### config.mk
export PLATFORM = sky130hd
export DESIGN_NAME = minmax_scan_queue
export DESIGN_NICKNAME = d
export VERILOG_FILES = /design/src/rtl/minmax_scan_queue.sv
export SDC_FILE = /design/constraint.sdc
export NUM_CORES = 1
export LEC_CHECK = 0
export CORE_ASPECT_RATIO = 1.2
export CORE_MARGIN = 8
export CORE_UTILIZATION = 64
export CTS_BUF_LIST = sky130_fd_sc_hd__clkbuf_4 sky130_fd_sc_hd__clkbuf_8 sky130_fd_sc_hd__clkbuf_16
export CTS_CLUSTER_SIZE = 14
export DETAILED_ROUTE_END_ITERATION = 12
export PLACE_DENSITY = 0.86
export RECOVER_POWER = 50
export SLEW_MARGIN = 10
export SYNTH_ARGS = -nofsm -noshare
export SYNTH_HDL_FRONTEND = slang
export SYNTH_SLANG_ARGS = --single-unit
### constraint.sdc
create_clock -name clk_in -period 19.59 [get_ports clk_in]
set_input_delay 3.918 -clock clk_in [delete_from_list [all_inputs] [get_ports clk_in]]
set_output_delay 3.918 -clock clk_in [all_outputs]
set_load 0.02 [all_outputs]
### src/rtl/minmax_scan_queue.sv
// minmax_scan_queue
//   Small priority store of DEPTH slots. Each slot holds a payload and an
//   unsigned tag. The block tracks the smallest and largest stored tags, so
//   either extreme can be dequeued. After every removal or replacement the
//   extremes are rebuilt by a DEPTH-cycle sequential scan. When full (and
//   replacement is enabled) a new entry evicts the current maximum, which
//   keeps the DEPTH smallest tags seen. Otherwise the new entry is dropped.
//
// Ports
//   clk_in, rst_in             clock, synchronous active-high reset
//   enq_valid_in/enq_ready_out enqueue handshake, carrying enq_data_in/enq_tag_in
//   deq_valid_in/deq_ready_out dequeue handshake; deq_sel_in 0=min, 1=max
//   data_out, tag_out          last dequeued entry, valid_out pulses one cycle
//   size_out, empty_out,       occupancy
//   full_out
//   min_tag_out, max_tag_out   current extreme tags (all-ones / 0 when empty)
//   drop_out                   one-cycle pulse when an entry is discarded

module minmax_scan_queue #(
    parameter int DATA_WIDTH        = 32,
    parameter int TAG_WIDTH         = 32,
    parameter int DEPTH             = 8,
    parameter int REPLACE_WHEN_FULL = 1
) (
    input  logic                       clk_in,
    input  logic                       rst_in,
    input  logic                       enq_valid_in,
    input  logic [DATA_WIDTH-1:0]      enq_data_in,
    input  logic [TAG_WIDTH-1:0]       enq_tag_in,
    output logic                       enq_ready_out,
    input  logic                       deq_valid_in,
    input  logic                       deq_sel_in,
    output logic                       deq_ready_out,
    output logic [DATA_WIDTH-1:0]      data_out,
    output logic [TAG_WIDTH-1:0]       tag_out,
    output logic                       valid_out,
    output logic [$clog2(DEPTH):0]     size_out,
    output logic                       empty_out,
    output logic                       full_out,
    output logic [TAG_WIDTH-1:0]       min_tag_out,
    output logic [TAG_WIDTH-1:0]       max_tag_out,
    output logic                       drop_out
);

    localparam int   PW      = $clog2(DEPTH);
    localparam int   SW      = PW + 1;
    localparam logic REPLACE = (REPLACE_WHEN_FULL != 0);

    typedef enum logic {IDLE, SCAN} state_t;

    state_t                 state;
    logic [DEPTH-1:0]       slot_valid;
    logic [DATA_WIDTH-1:0]  slot_data [DEPTH];
    logic [TAG_WIDTH-1:0]   slot_tag  [DEPTH];

    logic [TAG_WIDTH-1:0]   min_tag;
    logic [TAG_WIDTH-1:0]   max_tag;
    logic [PW-1:0]          min_ptr;
    logic [PW-1:0]          max_ptr;
    logic [PW-1:0]          scan_idx;
    logic                   scan_seen;

    logic [PW-1:0]          free_idx;
    logic                   free_found;
    logic [PW-1:0]          deq_ptr;
    logic                   enq_fire;
    logic                   deq_fire;

    assign empty_out     = (size_out == '0);
    assign full_out      = (size_out == SW'(DEPTH));
    assign deq_ready_out = (state == IDLE) && !empty_out;
    assign enq_ready_out = (state == IDLE) && !deq_valid_in && (!full_out || REPLACE);
    assign deq_fire      = deq_valid_in && deq_ready_out;
    assign enq_fire      = enq_valid_in && enq_ready_out;
    assign deq_ptr       = deq_sel_in ? max_ptr : min_ptr;

    // The registers hold rebuild values mid-scan; empty always reads as the
    // neutral extremes regardless.
    assign min_tag_out = empty_out ? '1 : min_tag;
    assign max_tag_out = empty_out ? '0 : max_tag;

    // Lowest-index free slot.
    always_comb begin
        free_idx   = '0;
        free_found = 1'b0;
        for (int unsigned i = 0; i < DEPTH; i++) begin
            if (!free_found && !slot_valid[i]) begin
                free_idx   = PW'(i);
                free_found = 1'b1;
            end
        end
    end

    always_ff @(posedge clk_in) begin
        if (rst_in) begin
            state      <= IDLE;
            slot_valid <= '0;
            size_out   <= '0;
            min_tag    <= '1;
            max_tag    <= '0;
            min_ptr    <= '0;
            max_ptr    <= '0;
            scan_idx   <= '0;
            scan_seen  <= 1'b0;
            data_out   <= '0;
            tag_out    <= '0;
            valid_out  <= 1'b0;
            drop_out   <= 1'b0;
        end else begin
            valid_out <= 1'b0;
            drop_out  <= 1'b0;
            case (state)
                IDLE: begin
                    if (deq_fire) begin
                        data_out            <= slot_data[deq_ptr];
                        tag_out             <= slot_tag[deq_ptr];
                        valid_out           <= 1'b1;
                        slot_valid[deq_ptr] <= 1'b0;
                        size_out            <= size_out - SW'(1);
                        state               <= SCAN;
                        scan_idx            <= '0;
                        scan_seen           <= 1'b0;
                        min_tag             <= '1;
                        max_tag             <= '0;
                    end else if (enq_fire) begin
                        if (!full_out) begin
                            slot_data[free_idx]  <= enq_data_in;
                            slot_tag[free_idx]   <= enq_tag_in;
                            slot_valid[free_idx] <= 1'b1;
                            size_out             <= size_out + SW'(1);
                            // First entry defines both extremes; later ones
                            // move a pointer only on a strict improvement.
                            if (empty_out || enq_tag_in < min_tag) begin
                                min_tag <= enq_tag_in;
                                min_ptr <= free_idx;
                            end
                            if (empty_out || enq_tag_in > max_tag) begin
                                max_tag <= enq_tag_in;
                                max_ptr <= free_idx;
                            end
                        end else begin
                            drop_out <= 1'b1;
                            if (enq_tag_in < max_tag) begin
                                slot_data[max_ptr] <= enq_data_in;
                                slot_tag[max_ptr]  <= enq_tag_in;
                                state              <= SCAN;
                                scan_idx           <= '0;
                                scan_seen          <= 1'b0;
                                min_tag            <= '1;
                                max_tag            <= '0;
                            end
                        end
                    end
                end
                SCAN: begin
                    // The first valid slot seeds both extremes so that tags
                    // equal to the neutral values still get a pointer.
                    if (slot_valid[scan_idx]) begin
                        scan_seen <= 1'b1;
                        if (!scan_seen || slot_tag[scan_idx] < min_tag) begin
                            min_tag <= slot_tag[scan_idx];
                            min_ptr <= scan_idx;
                        end
                        if (!scan_seen || slot_tag[scan_idx] > max_tag) begin
                            max_tag <= slot_tag[scan_idx];
                            max_ptr <= scan_idx;
                        end
                    end
                    if (scan_idx == PW'(DEPTH - 1)) begin
                        state <= IDLE;
                    end else begin
                        scan_idx <= scan_idx + PW'(1);
                    end
                end
                default: state <= IDLE;
            endcase
        end
    end

endmodule

==> out/metrics.json <==
{
  "irDropWorstVdd": {"value": 104, "unit": "uV"},
  "report.final.hold_viol_count": {"value": 0},
  "synth_compound_gate_area_share": {"value": 16.8, "unit": "%"},
  "setup_ws": {"value": 9.68, "unit": "ns"},
  "hold_buffer_count_at_cts": {"value": 0},
  "vias_in_the_first_global_route": {"value": 22600},
  "tightest_slew": {"value": 4.13, "unit": "ns"},
  "synth_xor_area_share": {"value": 0.117, "unit": "%"},
  "report.final.slew_viol_count": {"value": 230},
  "startpoint_type": {"value": "primary input"},
  "wl_per_cell": {"value": 30.0, "unit": "um"},
  "post_synth_main_area_contributors": {"value": "sky130_fd_sc_hd__edfxtp_1 (52%), sky130_fd_sc_hd__dfxtp_1 (10%), sky130_fd_sc_hd__ha_1 (5.5%), sky130_fd_sc_hd__mux4_2 (5.0%), sky130_fd_sc_hd__a22oi_1 (3.8%)"},
  "hold_path.startpoint": {"value": "min_tag[23]$_SDFFE_PP1P_"},
  "min-delay-path-class": {"value": "register to register"},
  "worstHoldEndpoint": {"value": "min_tag[23]$_SDFFE_PP1P_"},
  "crit_arrival": {"value": 10.16, "unit": "ns"},
  "setup_tns_after_final_layout": {"value": 0, "unit": "ns"},
  "max_clock_skew": {"value": 0.0319, "unit": "ns"},
  "drive_gt1_share": {"value": 13.6, "unit": "%"},
  "grtUsageTotal": {"value": 33.3, "unit": "%"},
  "synth-seq-cells": {"value": 668},
  "slew_headroom": {"value": -176, "unit": "%"},
  "die_width": {"value": 213, "unit": "um"},
  "critical-path-top-cell-by-count": {"value": "sky130_fd_sc_hd__clkbuf_1"},
  "synth_fp_nets": {"value": 2394},
  "path_max_fanout": {"value": 83},
  "cp.required": {"value": 19.83, "unit": "ns"},
  "first_pass_iters": {"value": 8},
  "critPathBufInv": {"value": 2},
  "combPwrFrac": {"value": 37.2, "unit": "%"},
  "syn_avg_cell_area": {"value": 13.6, "unit": "um^2"},
  "num_vias": {"value": 22300},
  "cell_with_the_largest_stage_delay_on_the_worst_path": {"value": "sky130_fd_sc_hd__clkbuf_1"},
  "violated_checks": {"value": "max-capacitance violations, max-slew violations"},
  "initial_utilization": {"value": 64.9, "unit": "%"},
  "synth.top_cells.by_count": {"value": "sky130_fd_sc_hd__edfxtp_1 (512), sky130_fd_sc_hd__nor2_1 (166), sky130_fd_sc_hd__dfxtp_1 (156)"},
  "pin_count_of_the_biggest_net_entering_global_routing": {"value": 84},
  "grt_antenna_before_repair": {"value": 5},
  "layout_min_cycle_time": {"value": 9.91, "unit": "ns"},
  "report.final.setup_viol": {"value": 0},
  "synthAdderAreaFrac": {"value": 5.52, "unit": "%"},
  "power.density_cell_area": {"value": 141, "unit": "mW/mm^2"},
  "rows": {"value": 86},
  "global_route_wire_length_before_repair": {"value": 135000, "unit": "um"},
  "synth_async_sr_flop_share": {"value": 0, "unit": "%"},
  "ctsRootBufferMaster": {"value": "sky130_fd_sc_hd__clkbuf_16"},
  "max_freq": {"value": 0.101, "unit": "GHz"},
  "synth_edf_count": {"value": 512},
  "critical_path.max_stage_delay": {"value": 3.05, "unit": "ns"},
  "cell_internal_pwr": {"value": 3.10, "unit": "mW"},
  "clkTransAtPathRegs": {"value": 0.06, "unit": "ns"},
  "power.sequential.fraction": {"value": 36.2, "unit": "%"},
  "cts_tree": {"value": "done"},
  "core": {"value": 0.0459, "unit": "mm^2"},
  "die_h": {"value": 252, "unit": "um"},
  "synth.area.mux_share": {"value": 6.65, "unit": "%"},
  "synth_sequential_area_ratio": {"value": 62.0, "unit": "%"},
  "global_route.overflow_total": {"value": 0},
  "synth_most_common_cell": {"value": "sky130_fd_sc_hd__edfxtp_1"},
  "dp.final_hpwl": {"value": 53800, "unit": "um"},
  "r2r_endpoint": {"value": "max_tag[6]$_SDFFE_PP0P_"},
  "synth.top_cell.area_share": {"value": 51.6, "unit": "%"},
  "syn_inst": {"value": 2194},
  "syn-cell-area": {"value": 0.0298, "unit": "mm^2"},
  "cap_violations": {"value": 3},
  "detail_route.iter0.violations": {"value": 3332},
  "fin_crit_sh": {"value": 50.6, "unit": "%"},
  "critical_path.cell_chain": {"value": "clkbuf_1 -> clkbuf_1 -> a21oi_1"},
  "total_power": {"value": 4.88, "unit": "mW"},
  "worstRegToRegCells": {"value": 14},
  "place.port_buffers": {"value": 206},
  "synth_top_area_cell": {"value": "sky130_fd_sc_hd__edfxtp_1"},
  "design.portCount": {"value": 207},
  "place_congestion": {"value": 0.974},
  "final_antenna_net_count": {"value": 0},
  "worst_hold_path_cell_count": {"value": 1},
  "sw_frac_of_total": {"value": 36.6, "unit": "%"},
  "numCtsBuffers": {"value": 66},
  "worst-setup-path-type": {"value": "primary input to register"},
  "design.die.area": {"value": 0.0538, "unit": "mm^2"},
  "synthDistinctLibCells": {"value": 61},
  "grt_setup_unrepaired": {"value": "false"},
  "number_of_gates_resized_after_cts": {"value": 0},
  "routed_via_density": {"value": 7.37},
  "dp_worst_setup_slack": {"value": 10.36, "unit": "ns"},
  "combinational_family_with_the_most_area_after_synthesis": {"value": "compound AO/OA/AOI/OAI gates"},
  "area_growth": {"value": 16.4, "unit": "%"},
  "run_status": {"value": "finished with violations"},
  "cts.sink_count": {"value": 668},
  "synth_ff_type": {"value": "sky130_fd_sc_hd__edfxtp_1"},
  "register_to_register_setup_slack": {"value": 13.68, "unit": "ns"},
  "net-switching-power": {"value": 1.79, "unit": "mW"},
  "final_nets": {"value": 2551},
  "leakage_power": {"value": 12.0, "unit": "nW"},
  "cp_top_family": {"value": "buffers and inverters"},
  "synth-warning-count": {"value": 0},
  "clock_power_share": {"value": 26.6, "unit": "%"},
  "worstSkewPairLatency": {"value": 0.61, "unit": "ns"},
  "drc_violations_left": {"value": 0},
  "clk_path_buf_depth": {"value": 3},
  "routed_wirelength": {"value": 90800, "unit": "um"},
  "cts_htree_levels": {"value": 3},
  "cp_capture_type": {"value": "register"},
  "holdWs": {"value": 0.480, "unit": "ns"},
  "number_of_post_cts_setup_repair_buffers": {"value": 0},
  "post_synth_and_or_nand_nor_area_fraction": {"value": 5.75, "unit": "%"}
}
-- power by group through the flow --
stage	Sequential [mW]	Combinational [mW]	Clock, mW
after CTS	1.77	1.82	1.30
after detailed placement	1.80	1.79	0
after floorplan	1.82	1.13	0
after global placement	1.79	1.73	0
final	1.77	1.81	1.30
after global routing	1.78	1.94	1.35
-- metal layers --
metal / share of wire (%) / global-route usage, % / routed length [um]
met3: 13 / 7.21 / 11900
met1: 32 / 39.9 / 29400
met4: 6.4 / 20.7 / 5800
met5: 0 / 0 / 0
met2: 48 / 54.5 / 43700
-- cell families (layout without fill, tap and decap cells) --
| group | Yosys count | count (layout) |
|---|---|---|
| compound gates | 679 | 679 |
| flops | 668 | 668 |
| simple gates | 372 | 372 |
| buf+inv | 229 | 440 |
| fa+ha+maj | 131 | 131 |
| mux | 111 | 111 |
| xor+xnor | 4 | 4 |
| other cells | 0 | 3 |
-- per-stage QoR --
step / cell area, um^2 / util, % / cells
final: 34700 / 75.5 / 3024
after global routing: 34700 / 75.5 / 3023
after CTS: 34700 / 75.5 / 3021
after detailed placement: 32500 / 70.7 / 2899
after global placement: 32500 / 70.7 / 2899
after floorplan: 29800 / - / 2194
-- how the worst max path moves through the flow --
stage                         startpoint                   endpoint  slack [ns]  cells past startpoint
after floorplan           enq_tag_in[31]  slot_data[2][0]$_DFFE_PP_        8.61                      8
after global placement    enq_tag_in[31]  slot_tag[0][10]$_DFFE_PP_       10.36                     10
after detailed placement  enq_tag_in[31]  slot_tag[0][10]$_DFFE_PP_       10.36                     10
after CTS                   deq_valid_in              enq_ready_out       10.40                      3
after global routing              rst_in                   register        9.45                      3
final                             rst_in                   register        9.68                      3
-- sequential cells by signal (all words and copies together), names as in the netlist, named ones only --
name / cells
min_ptr: 3
slot_tag: 256
min_tag: 32
tag_out: 32
valid_out: 1
slot_valid: 8
size_out: 4
state: 1
slot_data: 256
drop_out: 1
max_tag: 32
max_ptr: 3
scan_seen: 1
data_out: 32
scan_idx: 3
-- cells in the final DEF (no fill, tap or decap), types with 8 or more instances in the layout --
master,n
sky130_fd_sc_hd__inv_1,73
sky130_fd_sc_hd__a211oi_1,40
sky130_fd_sc_hd__edfxtp_1,512
sky130_fd_sc_hd__nor2_1,161
sky130_fd_sc_hd__a21oi_1,64
sky130_fd_sc_hd__o2111ai_1,20
sky130_fd_sc_hd__a41oi_1,12
sky130_fd_sc_hd__ha_1,130
sky130_fd_sc_hd__clkinv_2,9
sky130_fd_sc_hd__nor2b_1,11
sky130_fd_sc_hd__clkbuf_4,19
sky130_fd_sc_hd__a311oi_1,15
sky130_fd_sc_hd__nand2b_1,9
sky130_fd_sc_hd__a221oi_1,89
sky130_fd_sc_hd__clkbuf_16,67
sky130_fd_sc_hd__o21ai_0,52
sky130_fd_sc_hd__mux4_2,66
sky130_fd_sc_hd__nand2_1,77
sky130_fd_sc_hd__nor3_1,8
sky130_fd_sc_hd__mux2_2,37
sky130_fd_sc_hd__dfxtp_1,154
sky130_fd_sc_hd__nand3_1,15
sky130_fd_sc_hd__dlygate4sd3_1,198
sky130_fd_sc_hd__buf_4,36
sky130_fd_sc_hd__or2_2,37
sky130_fd_sc_hd__a211o_1,33
sky130_fd_sc_hd__o21a_1,12
sky130_fd_sc_hd__a21o_1,11
sky130_fd_sc_hd__nand4_1,19
sky130_fd_sc_hd__o22ai_1,44
sky130_fd_sc_hd__a31oi_1,48
sky130_fd_sc_hd__a22oi_1,152
sky130_fd_sc_hd__a221o_1,12
sky130_fd_sc_hd__a22o_1,32
-- final cells by class --
type | instances | area (um^2)
antenna | 3 | 7.51
clock inverter | 29 | 305
timing repair buffer | 244 | 2330
fill | 2668 | 11200
inverter | 74 | 279
sequential | 668 | 18500
tap | 616 | 771
clock buffer | 93 | 1920
multi-input combinational | 1297 | 10600
-- worst reg2reg max path: stages, from the launching register on --
cell and delay (ns):
sky130_fd_sc_hd__dfxtp_4 0.79, sky130_fd_sc_hd__buf_4 0.68, sky130_fd_sc_hd__mux4_2 0.61, sky130_fd_sc_hd__mux2_2 0.36
sky130_fd_sc_hd__ha_1 0.32, sky130_fd_sc_hd__a21oi_1 0.06, sky130_fd_sc_hd__o21ai_0 0.53, sky130_fd_sc_hd__a21oi_1 0.19
sky130_fd_sc_hd__o21bai_1 0.19, sky130_fd_sc_hd__a311oi_1 0.08, sky130_fd_sc_hd__nor2_2 0.70, sky130_fd_sc_hd__buf_4 0.37
sky130_fd_sc_hd__and3_1 0.18, sky130_fd_sc_hd__buf_4 0.38, sky130_fd_sc_hd__a211oi_1 0.15
(Power assumes the default switching activity.)
